`src/rtl/prime_factorizer.sv`:
```
// Trial-division prime factorizer. It accepts one unsigned value and streams its prime
// factors in ascending order. A single W-cycle restoring divider is reused for every trial.
module prime_factorizer #(
    parameter int W = 32
) (
    input  logic         clk,
    input  logic         reset,
    input  logic         in_valid,
    output logic         in_ready,
    input  logic [W-1:0] in_value,
    output logic         out_valid,
    input  logic         out_ready,
    output logic [W-1:0] out_factor,
    output logic         out_last,
    output logic         busy
);

    localparam int CW = (W > 1) ? $clog2(W) : 1;

    typedef enum logic [1:0] {
        IDLE,
        DIV,
        CHECK,
        EMIT
    } state_t;

    state_t        state, state_next;
    logic [W-1:0]  n;          // value still to be factored
    logic [W-1:0]  d;          // current trial divisor
    logic [W-1:0]  q;          // dividend shifting out / quotient shifting in
    logic [W-1:0]  r;          // partial remainder
    logic [CW-1:0] cnt;

    logic          accept;
    logic          small_value;
    logic          div_done;
    logic [W:0]    rem_shift;
    logic [W:0]    rem_sub;
    logic          rem_ge;
    logic          r_zero;
    logic          d_gt_q;

    assign accept      = in_valid && in_ready;
    assign small_value = (in_value < W'(2));
    assign div_done    = (cnt == CW'(W - 1));
    assign rem_shift   = {r, q[W-1]};
    assign rem_ge      = (rem_shift >= {1'b0, d});
    assign rem_sub     = rem_shift - {1'b0, d};
    assign r_zero      = (r == '0);
    // After a non-dividing trial, d > q means d*d > n, so n itself is prime.
    assign d_gt_q      = (d > q);

    assign in_ready  = (state == IDLE) && !reset;
    assign out_valid = (state == EMIT) && !reset;
    assign busy      = (state != IDLE) && !reset;

    always_ff @(posedge clk) begin
        if (reset) begin
            state <= IDLE;
        end else begin
            // NOTE: state elements use non-blocking assignments so every register
            // updates from the same pre-edge values, independent of block order.
            state <= state_next;
        end
    end

    always_comb begin
        // NOTE: assigning the default first keeps every path covered, so no latch is inferred.
        state_next = state;
        case (state)
            IDLE: begin
                if (accept) begin
                    state_next = small_value ? EMIT : DIV;
                end
            end
            DIV: begin
                if (div_done) begin
                    state_next = CHECK;
                end
            end
            CHECK: begin
                state_next = (r_zero || d_gt_q) ? EMIT : DIV;
            end
            EMIT: begin
                if (out_ready) begin
                    state_next = out_last ? IDLE : DIV;
                end
            end
            default: state_next = IDLE;
        endcase
    end

    always_ff @(posedge clk) begin
        if (reset) begin
            n          <= '0;
            d          <= '0;
            q          <= '0;
            r          <= '0;
            cnt        <= '0;
            out_factor <= '0;
            out_last   <= 1'b0;
        end else begin
            case (state)
                IDLE: begin
                    if (accept) begin
                        n        <= in_value;
                        d        <= W'(2);
                        q        <= in_value;
                        r        <= '0;
                        cnt      <= '0;
                        out_last <= small_value;
                        if (small_value) begin
                            out_factor <= in_value;
                        end
                    end
                end
                DIV: begin
                    cnt <= cnt + CW'(1);
                    r   <= rem_ge ? rem_sub[W-1:0] : rem_shift[W-1:0];
                    q   <= {q[W-2:0], rem_ge};
                end
                CHECK: begin
                    if (r_zero) begin
                        out_factor <= d;
                        out_last   <= (q == W'(1));
                        n          <= q;
                    end else if (d_gt_q) begin
                        out_factor <= n;
                        out_last   <= 1'b1;
                    end else begin
                        d   <= (d == W'(2)) ? W'(3) : d + W'(2);
                        q   <= n;
                        r   <= '0;
                        cnt <= '0;
                    end
                end
                EMIT: begin
                    // Retry the same divisor to catch repeated factors.
                    if (out_ready && !out_last) begin
                        q   <= n;
                        r   <= '0;
                        cnt <= '0;
                    end
                end
                default: ;
            endcase
        end
    end

endmodule
```
`config.mk`:
```
export PLATFORM = sky130hd
export DESIGN_NAME = prime_factorizer
export DESIGN_NICKNAME = d
export VERILOG_FILES = /design/src/rtl/prime_factorizer.sv
export SDC_FILE = /design/constraint.sdc
export NUM_CORES = 1
export LEC_CHECK = 0
export CORE_MARGIN = 5
export CORE_UTILIZATION = 45
export DETAILED_ROUTE_END_ITERATION = 12
export PLACE_DENSITY = 0.63
export SETUP_SLACK_MARGIN = 0.2
export SYNTH_ARGS = -nofsm -noshare
export SYNTH_HDL_FRONTEND = slang
export SYNTH_SLANG_ARGS = --single-unit
```
`constraint.sdc`:
```
create_clock -name clk -period 4.8 [get_ports clk]
set_input_delay 0.72 -clock clk [delete_from_list [all_inputs] [get_ports clk]]
set_output_delay 0.72 -clock clk [all_outputs]
set_load 0.05 [all_outputs]
```
==> flow_summary.yaml <==
status:
  status: "complete, no violations"
setup_path:
  path_class: "reg2reg"
  r2r_slack_ns: 1.00
  cp_max_fo: 15
  endpoint_kind: "flop"
  worst_ep_arrival_time_ns: 4.14
  required_ns: 5.14
  start_kind: "flop"
  reg2reg_to: "r[15]$_SDFFE_PP0P_"
  reg2reg_depth: 12
  regToRegStartpoint: "d[6]$_SDFFE_PP0P_"
drt:
  drc: 0
  drt-wirelength-per-cell_um: 19.96
  wl_mm: 34.47
  firstDrtPassIters: 6
  antenna_left: 0
  drtIter0Drc: 1065
  routed-via-count: 10430
  via_per_inst: 6.039
timing:
  finalClockSkew_ns: 0.01658
  min_period_ns: 3.798
  post-route-period-util_pct: 79.13
  drv_slew: 0
  max_freq_ghz: 0.2633
  rsz0062_at_grt: "no"
  maxSlewHeadroom_pct: 26.62
  finalHoldViolations: 0
  fin_tns_setup_ns: 0
  setup_viol: 0
  worst_pin_slew_ns: 1.101
grt:
  grt_pass1_vias: 9782
  grt_use_total_pct: 25.70
  grt_pass1_wl_mm: 54.89
  grt.overflow.total: 0
  antenna_found_initial: 0
  grt_start_max_net_pins: 68
synthesis:
  synth_common_cells: "dfxtp_1 (168), nand2_1 (158), nor2_1 (120), o21ai_0 (110), mux2i_1 (101)"
  synth_edf_count: 0
  ys_seq_area_share_pct: 31.40
  synth_compound_area_share_pct: 24.12
  yosys-top-cells-area: "dfxtp_1 (31%), mux2i_1 (9.4%), ha_1 (7.8%)"
  ys_seq_elements: 168
  postSynthAreaPerCell_sq_um: 7.922
  synthFlopType: "dfxtp_1"
  synth_area_leader_cell: "dfxtp_1"
  synth_top_family_by_area: "compound AO/OA/AOI/OAI gates"
  synthCells: 1352
  synth.most_common_cell: "dfxtp_1"
  synth_xor_area_share_pct: 2.208
  synthSimpleGateAreaFrac_pct: 18.87
  yosysWarnings: 0
  synth_top_area_share_pct: 31.40
  synth_nets: 1456
  synthArstFlopShare_pct: 0
  synthMuxAreaShare_pct: 9.439
  synthDistinctLibCells: 64
  syn_area_sq_um: 10710
  synthAdderAreaFrac_pct: 8.014
cts:
  cts-root-buf: "clkbuf_16"
  cts_hold_buf: 0
  clockBufferDepth: 2
  cts_made_buffers: 17
  cts_resized: 0
  cts_tree: "done"
  clk_pin_slew_worst_paths_ns: 0.08
  postCtsSetupBuffers: 0
  clock-sinks: 168
  cts_max_level: 4
  clock_insertion_delay_worst_skew_ns: 0.45
job:
  max-cap-violations: 0
min_path:
  hold_depth: 1
  min-delay-start: "cnt[3]$_SDFFE_PP0P_"
  holdPathEnd: "cnt[3]$_SDFFE_PP0P_"
  holdCritPathClass: "reg2reg"
floorplan:
  die_width_um: 164.3
  die-area_sq_um: 26990
  start_util_pct: 45.63
  core_region_area_sq_um: 23470
  die_h_um: 164.3
  std_cell_rows: 56
  ios: 72
pwr:
  powerDensity_nw_per_um2: 716.2
  power_leakage_nw: 5.069
  vdd_drop_max_v: 0.0004103
placement:
  io_buffers: 71
  hpwl_mm: 24.70
  gp_congestion: 0.9164
finish:
  antenna_cells: 0
  syn_to_final_growth_pct: 15.26
  finalNetCount: 1499
  finalCoreUtilization_pct: 52.59
  drive_gt1_share_pct: 6.179
-- worst max-delay path: stages, from the launching register on --
cell and delay, ns:
dfxtp_1 0.47, inv_1 0.16, ha_1 0.40, a211oi_1 0.28, o21bai_1 0.15, and3b_1 0.26
or2_4 0.15, a211oi_4 0.07, a31oi_2 0.65, or2_1 0.47, buf_4 0.29, nor3_1 0.08
a221o_1 0.26
-- routing by layer --
layer	vias to the layer above	share of wire (%)	global-route usage, %
met5	-	0	0
met4	0	1.9	7.244
met3	44	6.8	3.965
met2	376	44	39.15
met1	4980	48	37.60
li1	5030	-	-
-- per-stage QoR --
stage / std cells / instance area, sq um / hold WS, ns / setup slack [ns] / power (mW)
after detailed placement: 1695 / 11760 / 0.4706 / 1.102 / 7.329
after global routing: 1727 / 12340 / 0.5088 / 0.7615 / 9.434
after floorplan: 1352 / 10710 / 0.4426 / 2.005 / 6.052
after CTS: 1727 / 12340 / 0.4809 / 1.078 / 8.757
final: 1727 / 12340 / 0.4783 / 1.002 / 8.841
after global placement: 1695 / 11760 / 0.4686 / 1.227 / 7.348
-- cells by family after synthesis --
| kind of cell | Yosys count |
|---|---|
| AO/OA/AOI/OAI | 396 |
| adder cells (fa/ha/maj) | 68 |
| buffers and inverters | 153 |
| AND/OR/NAND/NOR | 439 |
| XOR/XNOR | 27 |
| multiplexers | 101 |
| flip-flops | 168 |
-- registers in the layout, indices dropped and copies added (netlist names) --
name and flops:
d 32, n 32, out_factor 32, q 32, r 32, cnt 5, state 2, out_last 1
-- cells in the final DEF (no fill, tap or decap), drive strengths merged, types with 29 or more instances in the layout --
cell	Yosys	layout
nor2	120	120
nand2	158	158
clkdlybuf4s50	0	70
a311oi	34	34
buf	25	34
a21oi	94	94
nor4	41	41
o21ai	113	113
ha	67	67
a22o	37	37
mux2i	101	101
inv	73	82
nand3	29	29
dfxtp	168	168
-- worst max-delay path by stage --
| stage | depth (start not counted) | from | end | slack (ns) |
|---|---|---|---|---|
| global placement | 12 | d[22]$_SDFFE_PP0P_ | r[15]$_SDFFE_PP0P_ | 1.23 |
| floorplan | 12 | d[6]$_SDFFE_PP0P_ | r[23]$_SDFFE_PP0P_ | 2.00 |
| global route | 12 | d[6]$_SDFFE_PP0P_ | r[15]$_SDFFE_PP0P_ | 0.76 |
| CTS | 12 | d[21]$_SDFFE_PP0P_ | r[15]$_SDFFE_PP0P_ | 1.08 |
| finish | 12 | d[6]$_SDFFE_PP0P_ | r[15]$_SDFFE_PP0P_ | 1.00 |
| detailed placement | 12 | d[21]$_SDFFE_PP0P_ | r[15]$_SDFFE_PP0P_ | 1.10 |
-- area by class of cell --
class                           instances  area, sq um
Clock buffer                           18        439.2
Fill cell                            2251        11130
Timing Repair Buffer                  104        955.9
Sequential cell                       168         3363
Clock inverter                         14        147.6
Tap cell                              319        399.1
Inverter                               73        274.0
Multi-Input combinational cell       1031         6765
-- power by group --
group | switching, mW | internal [mW]
registers | 0.297 | 1.65
clock network | 0.686 | 0.710
logic | 3.28 | 2.22
Note: power is estimated with default switching activity, not from simulation.
